$ cat src/rtl/instr_fetch_if.sv
// Instruction memory request/acknowledge bus between the fetch unit
// and instruction memory.
interface instr_fetch_if;
   logic        o_imem_req;
   logic [31:0] o_imem_addr;
   logic        i_imem_ack;
   logic [31:0] i_imem_rdata;

   modport master (
      output o_imem_req,
      output o_imem_addr,
      input  i_imem_ack,
      input  i_imem_rdata
   );

   modport slave (
      input  o_imem_req,
      input  o_imem_addr,
      output i_imem_ack,
      output i_imem_rdata
   );
endinterface

$ cat src/rtl/instr_fetch.sv
// Fetch/PC sequencer for the unpipelined MIPS core: fetches one word,
// waits for the datapath to finish it, then resolves jump/branch/next PC.
module instr_fetch #(
   parameter logic [31:0] RESET_PC = 32'h0000_0000
) (
   input  logic          i_clk,
   input  logic          i_rst_n,
   instr_fetch_if.master imem,
   output logic [31:0]   o_instr,
   output logic          o_instr_valid,
   input  logic          i_instr_done,
   input  logic          i_jump,
   input  logic          i_beq,
   input  logic          i_bne,
   input  logic          i_zero,
   output logic [31:0]   o_pc,
   output logic [31:0]   o_pc_plus4,
   output logic [31:0]   o_retired
);

   localparam logic [0:0]  S_FETCH = 1'b0;
   localparam logic [0:0]  S_EXEC  = 1'b1;
   localparam logic [31:0] PC0     = {RESET_PC[31:2], 2'b00};

   logic [0:0]  r_state;
   logic        r_req;
   logic        r_valid;
   logic [31:0] r_pc;
   logic [31:0] r_instr;
   logic [31:0] r_retired;

   logic [31:0] w_plus4;
   logic [31:0] w_boff;
   logic [31:0] w_jtgt;
   logic [31:0] w_next;
   logic        w_taken;

   assign w_plus4 = r_pc + 32'd4;
   assign w_boff  = {{14{r_instr[15]}}, r_instr[15:0], 2'b00};
   assign w_jtgt  = {w_plus4[31:28], r_instr[25:0], 2'b00};
   assign w_taken = (i_beq & i_zero) | (i_bne & ~i_zero);

   always_comb begin
      w_next = w_plus4;
      if (i_jump == 1'b1)
         w_next = w_jtgt;
      else if (w_taken == 1'b1)
         w_next = w_plus4 + w_boff;
   end

   // req drops only on ack; it is re-raised on the done edge so a
   // zero-wait memory gives the minimum two cycles per instruction
   always_ff @(posedge i_clk or negedge i_rst_n) begin
      if (!i_rst_n) begin
         r_state   <= S_FETCH;
         r_req     <= 1'b0;
         r_valid   <= 1'b0;
         r_pc      <= PC0;
         r_instr   <= 32'd0;
         r_retired <= 32'd0;
      end else begin
         r_valid <= 1'b0;
         if (r_state == S_FETCH) begin
            if (r_req && imem.i_imem_ack) begin
               r_instr <= imem.i_imem_rdata;
               r_valid <= 1'b1;
               r_req   <= 1'b0;
               r_state <= S_EXEC;
            end else begin
               r_req <= 1'b1;
            end
         end else begin
            if (i_instr_done) begin
               r_pc      <= w_next;
               r_retired <= r_retired + 32'd1;
               r_req     <= 1'b1;
               r_state   <= S_FETCH;
            end
         end
      end
   end

   assign imem.o_imem_req  = r_req;
   assign imem.o_imem_addr = r_pc;
   assign o_instr          = r_instr;
   assign o_instr_valid    = r_valid;
   assign o_pc             = r_pc;
   assign o_pc_plus4       = w_plus4;
   assign o_retired        = r_retired;

endmodule

$ cat src/flat_wrapper.sv
// flat-port wrapper written by rule: the top's interface ports become plain ports
module instr_fetch_flat 
#(
   parameter logic [31:0] RESET_PC = 32'h0000_0000
)
  (i_clk, i_rst_n, o_instr, o_instr_valid, i_instr_done, i_jump, i_beq, i_bne, i_zero, o_pc, o_pc_plus4, o_retired, imem_o_imem_req, imem_o_imem_addr, imem_i_imem_ack, imem_i_imem_rdata);
  instr_fetch_if imem_i ();
  input  logic i_clk;
  input  logic i_rst_n;
  output logic [31:0] o_instr;
  output logic o_instr_valid;
  input  logic i_instr_done;
  input  logic i_jump;
  input  logic i_beq;
  input  logic i_bne;
  input  logic i_zero;
  output logic [31:0] o_pc;
  output logic [31:0] o_pc_plus4;
  output logic [31:0] o_retired;
  output wire logic [$bits(imem_i.o_imem_req)-1:0] imem_o_imem_req;
  output wire logic [$bits(imem_i.o_imem_addr)-1:0] imem_o_imem_addr;
  input wire logic [$bits(imem_i.i_imem_ack)-1:0] imem_i_imem_ack;
  input wire logic [$bits(imem_i.i_imem_rdata)-1:0] imem_i_imem_rdata;
  assign imem_o_imem_req = imem_i.o_imem_req;
  assign imem_o_imem_addr = imem_i.o_imem_addr;
  assign imem_i.i_imem_ack = imem_i_imem_ack;
  assign imem_i.i_imem_rdata = imem_i_imem_rdata;
  instr_fetch #(.RESET_PC(RESET_PC)) u_core (.i_clk(i_clk), .i_rst_n(i_rst_n), .imem(imem_i), .o_instr(o_instr), .o_instr_valid(o_instr_valid), .i_instr_done(i_instr_done), .i_jump(i_jump), .i_beq(i_beq), .i_bne(i_bne), .i_zero(i_zero), .o_pc(o_pc), .o_pc_plus4(o_pc_plus4), .o_retired(o_retired));
endmodule
$ cat config.mk
export PLATFORM = sky130hd
export DESIGN_NAME = instr_fetch_flat
export DESIGN_NICKNAME = d
export VERILOG_FILES = /design/src/rtl/instr_fetch_if.sv /design/src/rtl/instr_fetch.sv /design/src/flat_wrapper.sv
export SDC_FILE = /design/constraint.sdc
export NUM_CORES = 1
export LEC_CHECK = 0
export ABC_CLOCK_PERIOD_IN_PS = 3330
export BUFFER_PORTS_ARGS = -buffer_cell sky130_fd_sc_hd__buf_2
export CORE_MARGIN = 2
export CORE_UTILIZATION = 35
export DETAILED_ROUTE_END_ITERATION = 7
export PLACE_DENSITY = 0.62
export RECOVER_POWER = 100
export SKIP_CTS_REPAIR_TIMING = 1
export SYNTH_ARGS = -nofsm -noshare
export SYNTH_HDL_FRONTEND = slang
export SYNTH_SLANG_ARGS = --single-unit
$ cat constraint.sdc
create_clock -name i_clk -period 3.33 [get_ports i_clk]
set_input_delay 0.333 -clock i_clk [delete_from_list [all_inputs] [get_ports i_clk]]
set_output_delay 0.333 -clock i_clk [all_outputs]
set_load 0.02 [all_outputs]
# Word level (Yosys, flattened, before mapping)
# Index checks and enable logic that the tools add are counted.
[classes]
muxes = 9
addsub = 3
bitwise_logic = 5
n_eq_ne = 1
reduce_logical = 3
[op_table]
columns = ["op", "count"]
rows = [
  ["$mux 32", 2],
  ["$add 32x1->32 const B", 1],
  ["$add 32x3->32 const B", 1],
  ["$add 32x32->32", 1],
  ["$mux 1", 7],
  ["$reduce_and 2->1", 2],
  ["$and 1x1->1", 2],
  ["$ne 2x2->1 const B", 1],
  ["$not 1->1", 2],
  ["$logic_and 1x1->1", 1],
  ["$or 1x1->1", 1],
]
[totals]
inputBits = 40
wordCells = 27
output_inout_bits = 162
ff_bits = 99

# Longest topological paths before layout
# Gate-level depths: netlist (run 1).
[logic_depth]
word_depth = 5
depth_mapped = 16
mapped_depth_nobuf = 16

# Worst setup path after synthesis (run 1)
# OpenSTA, ideal clock, no wires.
[synth_path]
kind = "reg-to-reg"
start = "register u_core.r_pc[2], in the netlist u_core.imem.o_imem_addr[2]"
end = "register u_core.r_pc[31], in the netlist u_core.imem.o_imem_addr[31]"
n_path_buf = 0
setup_slack_ps = -741
period_less_slack_ps = 4071
path_stages_with_launch = 16
arrival_time_ps = 3943
path_cell_list = "dfrtp_1 > ha_1 > nand4_1 > nor3_2 > nand4_1 > xnor2_1 > ha_1 > a21o_1 > or3_1 > a211oi_2 > o21ai_2 > a41oi_2 > nor3_1 > or3b_1 > xnor2_1 > o21ai_1"
[synth_between]
elab_chain_len = 4
[synth_rtl]
columns = ["item", "line", "rtl"]
rows = [
  ["start, declared", "instr_fetch.sv:28", "logic [31:0] r_pc;"],
  ["start signal, assigned", "instr_fetch.sv:74", "r_pc <= w_next;"],
  ["$add 32x3->32", "instr_fetch.sv:38", "assign w_plus4 = r_pc + 32'd4;"],
  ["via o_pc_plus4[22]", "flat_wrapper.sv:18", "output logic [31:0] o_pc_plus4;"],
  ["$add 32x32->32", "instr_fetch.sv:48", "w_next = w_plus4 + w_boff;"],
  ["$mux 32", "instr_fetch.sv:47", "else if (w_taken == 1'b1)"],
  ["$mux 32", "instr_fetch.sv:45", "if (i_jump == 1'b1)"],
]
# The timed path passes the listed nets, and every way through them passes these cells.
# A chain may end at the register's enable or synchronous reset.

# Worst setup path after layout (run 1)
[layout_path]
start = "register u_core.r_pc[9], in the netlist u_core.imem.o_imem_addr[9]"
end = "register u_core.r_pc[31], in the netlist u_core.imem.o_imem_addr[31]"
[layout_between]
elab_chain_len = 4
[layout_rtl]
columns = ["item", "line"]
rows = [
  ["$add 32x3->32 *", "instr_fetch.sv:38"],
  ["$add 32x32->32", "instr_fetch.sv:48"],
  ["$mux 32", "instr_fetch.sv:47"],
  ["$mux 32 *", "instr_fetch.sv:45"],
]
# Mark *: on every way between the ends. The rest lies on a longest branch, timed or not.

==> impl_metrics.json, run 1 <==
{
  "crit_top_cell": "nand4_1",
  "worstRegToRegCells": 15,
  "netlist.area_leader.share_pct": 35.62,
  "num_io_pins": 202,
  "power_leakage_nw": 4.525,
  "vdd_drop_max_v": 0.0006687,
  "vias_per_cell": 4.982,
  "seq_area_frac_synth_pct": 35.62,
  "first_pass_iters": 5,
  "route.met2.wl_um": 10450,
  "cts_buffers": 9,
  "worst_slack_ns": -0.1638,
  "run_status": "finished, violations left",
  "clk_pin_slew_ns": 0.08,
  "h-tree-depth": 3,
  "critPathSlowestCell": "or3b_1",
  "critPathTopFamily": "simple AND/OR/NAND/NOR gates",
  "drive_above_1_share_pct": 29.89,
  "top_layer_used": "met4",
  "violations": "capacitance limit, slew limit, setup timing",
  "tightest_slew_ns": 2.284,
  "wirelength_met1_um": 10140,
  "routed_wl_um": 22000,
  "grt_max_degree": 58,
  "skew_ns": 0.01115,
  "yosys-top-cells-count": "nand2_1 (166), dfrtp_1 (97), nor2_1 (58), xnor2_1 (52), ha_1 (37)",
  "drtAntennaViolNets": 0,
  "rows": 51,
  "syn_area_um2": 6815,
  "io_buffers": 195,
  "ys_seq_elements": 97,
  "grt_pass1_wl_um": 34360,
  "r2r_start": "u_core.imem.o_imem_addr[9]",
  "cts_tree": "yes",
  "hold_start": "imem_i_imem_rdata[15]",
  "fin_area_um2": 9514,
  "post_dp_cell_area_um2": 8949,
  "arrival_ns": 3.71,
  "fin_crit_ns": 3.494,
  "yosysTopAreaCell": "dfrtp_1",
  "synth_cell_types": 74,
  "start_kind": "flip-flop",
  "antenna_found_initial": 0,
  "start_util_pct": 35.37,
  "overflow": 0,
  "grt_setup_unrepaired": "yes",
  "slowest_delay_ns": 0.39,
  "area_delta_synth_final_pct": 39.60,
  "reg2reg_setup_slack_ns": -0.16,
  "chipWidth_um": 143.5,
  "route.detailed.drc": 0,
  "end_kind": "flip-flop",
  "drtIter0Drc": 405,
  "wl_met3_um": 1015,
  "cts.sink_count": 97,
  "wl_per_cell_um": 16.19,
  "place.gp.congestion": 0.9111,
  "layout_worst_path_cycle_share_pct": 104.9,
  "final-setup-viol-count": 5,
  "grt_pass1_vias": 6331,
  "ys.flop_type": "dfrtp_1",
  "final-hold-violation-count": 0,
  "clockBufferDepth": 2,
  "maxCapViolations": 2,
  "place_hpwl_um": 16660,
  "syn_avg_cell_area_um2": 8.530,
  "synthTopCellsByArea": "dfrtp_1 (36%), nand2_1 (9.1%), ha_1 (6.8%)",
  "worstHoldPathType": "in2reg",
  "maxSlewHeadroom_pct": -52.29,
  "synth.most_common_cell": "nand2_1",
  "required_ns": 3.55,
  "min_to": "u_core.o_instr[15]",
  "cp_num_buf_inv": 1,
  "diodes": 0,
  "die_y_um": 143.5,
  "num_vias": 6770,
  "worstSetupPathType": "reg2reg",
  "final_nets": 1167,
  "cts_root_buffer": "clkbuf_16",
  "syn_inst": 799,
  "synth_edf_count": 0,
  "hold_depth": 3,
  "slew_violations": 76,
  "place_ws_ns": -0.3098,
  "clock_latency_ns": 0.36,
  "grt_use_total_pct": 21.42,
  "ys_async_sr_fraction_pct": 100.0,
  "yosys_warnings": 0,
  "rr_endpoint": "u_core.imem.o_imem_addr[31]",
  "fmax_mhz": 286.2,
  "core_area_um2": 19270,
  "path_cells": "nand4_1, nor3_4, buf_12, nand4_1, xnor2_4, ha_4, a21o_1, or3_4, a211oi_2, o21ai_2, a41oi_2, nor3_1, or3b_1, xnor2_1, o21ai_1",
  "fin_setup_tns_ns": -0.4137,
  "fillers": 1957,
  "fp.dieArea_um2": 20600,
  "power_density_nw_per_um2": 1141,
  "cp_max_fo": 5
}
## layer usage
layer	up-vias	GRT usage (%)
li1	3323	-
met1	3254	30.17
met2	170	34.04
met3	23	3.399
met4	0	6.192
met5	-	0
## worst max-delay path by stage
stage | start | end | slack [ns] | cells after the start
2_1_floorplan | u_core.imem.o_imem_addr[2] | u_core.imem.o_imem_addr[31] | -0.35 | 15
3_3_place_gp | u_core.imem.o_imem_addr[3] | u_core.imem.o_imem_addr[31] | -0.26 | 16
3_5_place_dp | u_core.imem.o_imem_addr[3] | u_core.imem.o_imem_addr[31] | -0.31 | 16
4_1_cts | u_core.imem.o_imem_addr[3] | u_core.imem.o_imem_addr[31] | -0.33 | 16
5_1_grt | u_core.imem.o_imem_addr[3] | u_core.imem.o_imem_addr[31] | -0.36 | 16
6_report | u_core.imem.o_imem_addr[9] | u_core.imem.o_imem_addr[31] | -0.16 | 15
## cell families after synthesis
group	Yosys count	share of synthesized area (%)
simple gates	325	21.98
compound gates	176	17.75
flops	97	35.62
fa+ha+maj	38	7.086
mux	5	0.7527
xor+xnor	79	10.15
other cells	1	0.05502
buf+inv	78	6.609
## layout make-up
class | instances | area, um^2 | area share [%]
repair buffers | 337 | 1914 | 20.12
clock inverters | 7 | 95.09 | 0.9995
flip-flops and latches | 97 | 2440 | 25.64
inverters | 15 | 56.30 | 0.5918
well taps | 265 | 331.6 | 3.485
clock buffers | 9 | 225.2 | 2.367
multi-input cells | 629 | 4452 | 46.79
## worst min-delay path: stages
cell and delay, ns:
buf_2 0.07, nand2_1 0.04, nand2_1 0.05
## layout by cell type (no fill, tap or decap), types with 7 or more instances in the layout
| cell type | instances |
|---|---|
| a211oi_1 | 9 |
| a21o_1 | 18 |
| a21oi_1 | 25 |
| a21oi_2 | 7 |
| and3_1 | 18 |
| buf_2 | 72 |
| buf_4 | 135 |
| clkbuf_1 | 124 |
| clkbuf_16 | 9 |
| dfrtp_1 | 87 |
| dfrtp_2 | 10 |
| ha_1 | 25 |
| ha_4 | 9 |
| inv_1 | 13 |
| nand2_1 | 162 |
| nand3_1 | 23 |
| nand4_1 | 13 |
| nor2_1 | 53 |
| o211ai_1 | 8 |
| o21ai_0 | 28 |
| o21ai_1 | 16 |
| o21ai_2 | 10 |
| xnor2_1 | 41 |
| xnor2_2 | 9 |
| xor2_1 | 22 |
## stage by stage
| step | hold WS [ns] | total power, W | utilization, % | cells |
|---|---|---|---|---|
| after floorplan | 0.03741 | 0.006489 | - | 804 |
| after global placement | 0.3526 | 0.009120 | 46.44 | 1336 |
| after detailed placement | 0.3533 | 0.009185 | 46.44 | 1336 |
| after CTS | -0.03963 | 0.01038 | 48.10 | 1352 |
| after global routing | 0.1637 | 0.01167 | 49.37 | 1359 |
| final | 0.1570 | 0.01086 | 49.37 | 1359 |
## flip-flops by register name, summed over array words and instances, names as in the netlist
name                     cells
u_core.imem.o_imem_addr     30
u_core.o_retired            32
u_core.o_instr              32
u_core.imem.o_imem_req       1
u_core.r_state               1
u_core.o_instr_valid         1
## where the power goes
part           switching [W]  internal [W]  total [W]  leakage, nW
Sequential          0.000426       0.00158    0.00201         1.24
Combinational        0.00441       0.00331    0.00771         3.13
Clock               0.000529      0.000607    0.00114        0.157
Total                0.00536       0.00550     0.0109         4.52
No activity file was read; power rests on OpenSTA's default activity.
==> inputs of run 2 (changes only) <==
--- a/config.mk
+++ b/config.mk
@@ -5,13 +5,15 @@
 export SDC_FILE = /design/constraint.sdc
 export NUM_CORES = 1
 export LEC_CHECK = 0
-export ABC_CLOCK_PERIOD_IN_PS = 3330
+export ABC_CLOCK_PERIOD_IN_PS = 4000
 export BUFFER_PORTS_ARGS = -buffer_cell sky130_fd_sc_hd__buf_2
 export CORE_MARGIN = 2
 export CORE_UTILIZATION = 35
+export CTS_CLUSTER_DIAMETER = 150
 export DETAILED_ROUTE_END_ITERATION = 7
-export PLACE_DENSITY = 0.62
+export PLACE_DENSITY = 0.6
 export RECOVER_POWER = 100
+export SETUP_SLACK_MARGIN = 0.05
 export SKIP_CTS_REPAIR_TIMING = 1
 export SYNTH_ARGS = -nofsm -noshare
 export SYNTH_HDL_FRONTEND = slang
==> constraint.sdc (replaced) <==
create_clock -name i_clk -period 4 [get_ports i_clk]
set_input_delay 0.4 -clock i_clk [delete_from_list [all_inputs] [get_ports i_clk]]
set_output_delay 0.4 -clock i_clk [all_outputs]
set_load 0.02 [all_outputs]
==> impl_metrics.json, run 2 (synthesis gave the netlist of run 1 again) <==
{
  "switching_share_pct": 53.27,
  "power.total_w": 0.007410,
  "area_delta_synth_final_pct": 18.40,
  "grt_pass1_vias": 5858,
  "drtAntennaViolNets": 0,
  "critPathTopFamily": "compound AO/OA/AOI/OAI gates",
  "slowest_delay_ns": 0.48,
  "hold_depth": 3,
  "cp_num_buf_inv": 1,
  "power_frac_comb_pct": 64.5,
  "arrival_ns": 3.98,
  "grt_max_degree": 74,
  "final_common_cell": "nand2_1",
  "tightest_slew_ns": 1.865,
  "fmax_mhz": 267.3,
  "power_leakage_nw": 3.758,
  "p_clk_share_pct": 11.7,
  "hold_ws_ns": 0.2308,
  "first_pass_iters": 5,
  "chipWidth_um": 143.5,
  "required_ns": 4.24,
  "rows": 51,
  "final-setup-viol-count": 0,
  "fillers": 2022,
  "cts_buffers": 9,
  "worstRegToRegCells": 15,
  "cts_tree": "yes",
  "end_kind": "flip-flop",
  "antenna_found_initial": 1,
  "start_kind": "flip-flop",
  "grt_use_total_pct": 19.72,
  "path_depth": 15,
  "diodes": 0,
  "slew_violations": 74,
  "clk_pin_slew_ns": 0.08,
  "crit_start": "u_core.imem.o_imem_addr[5]",
  "grt_setup_unrepaired": "yes",
  "drive_above_1_share_pct": 12.51,
  "maxSlewHeadroom_pct": -24.35,
  "fp.dieArea_um2": 20600,
  "power_switching_w": 0.003947,
  "h-tree-depth": 3,
  "p_int_w": 0.003463,
  "power_frac_seq_pct": 23.8,
  "place.gp.congestion": 0.8973,
  "place_hpwl_um": 15560,
  "r2r_start": "u_core.imem.o_imem_addr[5]",
  "cp_max_fo": 7,
  "maxCapViolations": 1,
  "skew_ns": 0.007853,
  "seq_area_um2": 2427,
  "core_area_um2": 19270,
  "reg2reg_setup_slack_ns": 0.26,
  "clock_latency_ns": 0.35,
  "final-hold-violation-count": 0,
  "io_buffers": 195,
  "power_density_nw_per_um2": 918.3,
  "num_io_pins": 202,
  "routed_wl_um": 20430,
  "vdd_drop_max_v": 0.0003790,
  "die_y_um": 143.5,
  "final_cell_mix": "nand2_1 (166), clkbuf_1 (141), dfrtp_1 (97)",
  "num_vias": 6201,
  "drtIter0Drc": 409,
  "worstSetupPathType": "reg2reg",
  "rr_endpoint": "u_core.imem.o_imem_addr[28]",
  "cts.sink_count": 97,
  "start_util_pct": 35.37,
  "route.detailed.drc": 0,
  "layout_worst_path_cycle_share_pct": 93.53,
  "run_status": "finished, violations left",
  "final_nets": 1048,
  "violations": "capacitance limit, slew limit",
  "fin_util_pct": 41.87,
  "worstHoldPathType": "in2reg",
  "clockBufferDepth": 2,
  "cp-endpoint": "u_core.imem.o_imem_addr[28]",
  "wl_per_cell_um": 16.48,
  "cts_root_buffer": "clkbuf_16",
  "multi_input_area_um2": 3998,
  "critPathSlowestCell": "dfrtp_1",
  "overflow": 0,
  "vias_per_cell": 5.001,
  "fin_crit_ns": 3.741,
  "grt_pass1_wl_um": 32110,
  "path_cells": "nand3_1, nor4_4, nand2_1, xnor2_1, ha_1, buf_4, a21oi_1, o21ai_0, nand2_1, a31o_2, a21boi_1, o211ai_1, a21oi_1, a311oi_1, o31ai_1"
}
-- run 2: worst min path at each step --
stage,from,to
3_5_place_dp,u_core.o_instr[27],u_core.o_instr[27]
3_3_place_gp,u_core.o_retired[31],u_core.o_retired[31]
4_1_cts,imem_i_imem_rdata[23],u_core.o_instr[23]
6_report,imem_i_imem_rdata[23],u_core.o_instr[23]
5_1_grt,imem_i_imem_rdata[15],u_core.o_instr[15]
2_1_floorplan,i_rst_n,u_core.imem.o_imem_addr[10]
-- run 2: layout make-up --
cell class              count  area share, %
multi-input cells         629          49.54
well taps                 265          4.109
repair buffers            218          11.99
clock buffers              10          2.962
flip-flops and latches     97          30.08
inverters                  15         0.6978
clock inverters             6         0.6203
-- run 2: per-layer routing --
metal / track usage (%) / up-vias / wire length, um
li1: - / 3085 / -
met1: 27.37 / 2949 / 9493
met2: 32.48 / 148 / 9728
met3: 3.166 / 17 / 930
met4: 4.231 / 2 / 265
met5: 0 / - / 12
-- run 2: power by group through the flow --
stage	logic [W]	registers (W)	clock network [W]
6_report	0.00478	0.00176	0.000869
5_1_grt	0.00523	0.00183	0.000930
4_1_cts	0.00491	0.00175	0.000892
3_5_place_dp	0.00487	0.00176	0
3_3_place_gp	0.00488	0.00176	0
2_1_floorplan	0.00321	0.00209	0
-- run 2: tightest hold or removal path, cell delays in order --
cell and delay [ns]:
buf_2 0.07, nand2_1 0.04, nand2_1 0.04
-- run 2: per-stage QoR --
step / instance area, um^2 / setup WS [ns] / std cells / setup TNS [ns]
floorplan: 6864 / 0.07959 / 804 / 0
global placement: 7944 / 0.2429 / 1222 / 0
detailed placement: 7944 / 0.1140 / 1222 / 0
CTS: 8233 / 0.08921 / 1238 / 0
global route: 8069 / -0.0001954 / 1240 / -0.0001954
finish: 8069 / 0.2588 / 1240 / 0
==> inputs of run 3 (changes only) <==
--- a/config.mk
+++ b/config.mk
@@ -5,13 +5,13 @@
 export SDC_FILE = /design/constraint.sdc
 export NUM_CORES = 1
 export LEC_CHECK = 0
-export ABC_CLOCK_PERIOD_IN_PS = 4000
+export ABC_CLOCK_PERIOD_IN_PS = 3400
 export BUFFER_PORTS_ARGS = -buffer_cell sky130_fd_sc_hd__buf_2
 export CORE_MARGIN = 2
-export CORE_UTILIZATION = 35
+export CORE_UTILIZATION = 25
 export CTS_CLUSTER_DIAMETER = 150
 export DETAILED_ROUTE_END_ITERATION = 7
-export PLACE_DENSITY = 0.6
+export PLACE_DENSITY = 0.48
 export RECOVER_POWER = 100
 export SETUP_SLACK_MARGIN = 0.05
 export SKIP_CTS_REPAIR_TIMING = 1
==> constraint.sdc (replaced) <==
create_clock -name i_clk -period 3.4 [get_ports i_clk]
set_input_delay 0.34 -clock i_clk [delete_from_list [all_inputs] [get_ports i_clk]]
set_output_delay 0.34 -clock i_clk [all_outputs]
set_load 0.02 [all_outputs]
==> impl_metrics.json, run 3 (synthesis gave the netlist of run 1 again) <==
{
  "first_pass_iters": 5,
  "start_util_pct": 25.36,
  "power.total_w": 0.01059,
  "worstSetupPathType": "reg2reg",
  "cts_buffers": 9,
  "grt_setup_unrepaired": "yes",
  "clockBufferDepth": 2,
  "antenna_found_initial": 1,
  "vias_per_cell": 4.665,
  "cts_tree": "yes",
  "cp_max_fo": 6,
  "routed_wl_um": 23850,
  "fp.dieArea_um2": 28600,
  "end_kind": "flip-flop",
  "area_delta_synth_final_pct": 38.87,
  "vdd_drop_max_v": 0.0004201,
  "clk_pin_slew_ns": 0.07,
  "tightest_slew_ns": 2.281,
  "power_density_nw_per_um2": 1119,
  "rows": 60,
  "overflow": 0,
  "drtAntennaViolNets": 0,
  "clock_latency_ns": 0.35,
  "wl_per_cell_um": 16.58,
  "use_met3_pct": 2.619,
  "drive_above_1_share_pct": 26.92,
  "cts.sink_count": 97,
  "fin_setup_tns_ns": -0.2086,
  "drtIter0Drc": 292,
  "final_nets": 1170,
  "worstHoldPathType": "in2reg",
  "slew_violations": 73,
  "h-tree-depth": 3,
  "fin_crit_ns": 3.540,
  "arrival_ns": 3.75,
  "route.detailed.drc": 0,
  "layout_worst_path_cycle_share_pct": 104.1,
  "violations": "capacitance limit, slew limit, setup timing",
  "num_vias": 6708,
  "place_hpwl_um": 18300,
  "core_area_um2": 26880,
  "reg2reg_setup_slack_ns": -0.14,
  "maxCapViolations": 2,
  "final-setup-viol-count": 3,
  "final_common_cell": "nand2_1",
  "post_dp_cell_area_um2": 9036,
  "io_buffers": 195,
  "final-hold-violation-count": 0,
  "final_cell_mix": "nand2_1 (163), clkbuf_1 (135), buf_4 (130)",
  "cts_root_buffer": "clkbuf_16",
  "worst_slack_ns": -0.1397,
  "required_ns": 3.61,
  "hold_ws_ns": 0.1725,
  "grt_use_total_pct": 16.48,
  "die_y_um": 169.1,
  "fin_util_pct": 35.21,
  "use_met1_pct": 23.45,
  "skew_ns": 0.009144,
  "maxSlewHeadroom_pct": -52.08,
  "fmax_mhz": 282.5,
  "chipWidth_um": 169.1,
  "busiest_layer": "met2",
  "fillers": 2873,
  "grt_pass1_vias": 6415,
  "start_kind": "flip-flop",
  "place.gp.congestion": 0.8676,
  "grt_pass1_wl_um": 36790,
  "num_io_pins": 202,
  "run_status": "finished, violations left",
  "grt_max_degree": 60,
  "power_leakage_nw": 4.441,
  "gr-usage-met2_pct": 25.91,
  "fin_area_um2": 9464
}
-- run 3: changes by cell type in the layout (fill, tap and decap cells not counted), moves of 8 or more --
| cell | previous run | this run |
|---|---|---|
| dfrtp_2 | 0 | 10 |
| ha_4 | 0 | 8 |
| dfrtp_1 | 97 | 87 |
| buf_2 | 55 | 69 |
| ha_1 | 36 | 28 |
| buf_4 | 21 | 130 |
-- run 3: worst max-delay path: stages (launching register included) --
cell	delay, ns
dfrtp_2	0.36
nand4_1	0.10
buf_4	0.17
nor4_4	0.21
buf_6	0.17
nand4_1	0.14
xnor2_2	0.19
ha_4	0.29
nand4_1	0.14
a21oi_2	0.16
o21ai_2	0.10
o21ai_2	0.24
a41oi_2	0.17
buf_4	0.17
o2111ai_1	0.18
or3b_4	0.40
xnor2_1	0.13
o21ai_1	0.08
-- run 3: final timing paths --
check / from / to / cells after the start
worst max-delay path: u_core.imem.o_imem_addr[7] / u_core.imem.o_imem_addr[31] / 17
worst min-delay path: imem_i_imem_rdata[3] / u_core.o_instr[3] / 3
worst max register to register: u_core.imem.o_imem_addr[7] / u_core.imem.o_imem_addr[31] / 17
worst min register to register: u_core.o_retired[31] / u_core.o_retired[31] / 1
max in group asynchronous: i_rst_n / u_core.imem.o_imem_addr[11] / 2
min in group asynchronous: i_rst_n / u_core.imem.o_imem_addr[6] / 2
-- run 3: power breakdown --
group,leakage [nW],total [W],internal (W),switching [W]
Clock,0.162,0.00120,0.000720,0.000482
Sequential,1.24,0.00201,0.00155,0.000464
Combinational,3.04,0.00738,0.00312,0.00426
Total,4.44,0.0106,0.00538,0.00521
-- run 3: routing by layer --
metal  share of wire [%]  up-vias
met5                   0        -
met3                 3.6       19
li1                    -     3330
met4                 1.8        0
met2                  46      135
met1                  48     3224
-- run 3: metrics by stage --
stage          cells  setup WS, ns
2_1_floorplan    804       -0.2804
3_3_place_gp    1411       -0.1754
3_5_place_dp    1411       -0.2818
4_1_cts         1426       -0.2867
5_1_grt         1438       -0.3689
6_report        1438       -0.1397
-- run 3: layout make-up --
class	instances	area, um^2	share of cell area (%)
antenna	1	2.502	0.02644
clock buffer	9	225.2	2.380
clock inverter	6	115.1	1.216
inverter	15	56.30	0.5949
multi-input combinational	629	4294	45.37
sequential	97	2440	25.78
tap	341	426.7	4.508
timing repair buffer	340	1904	20.12
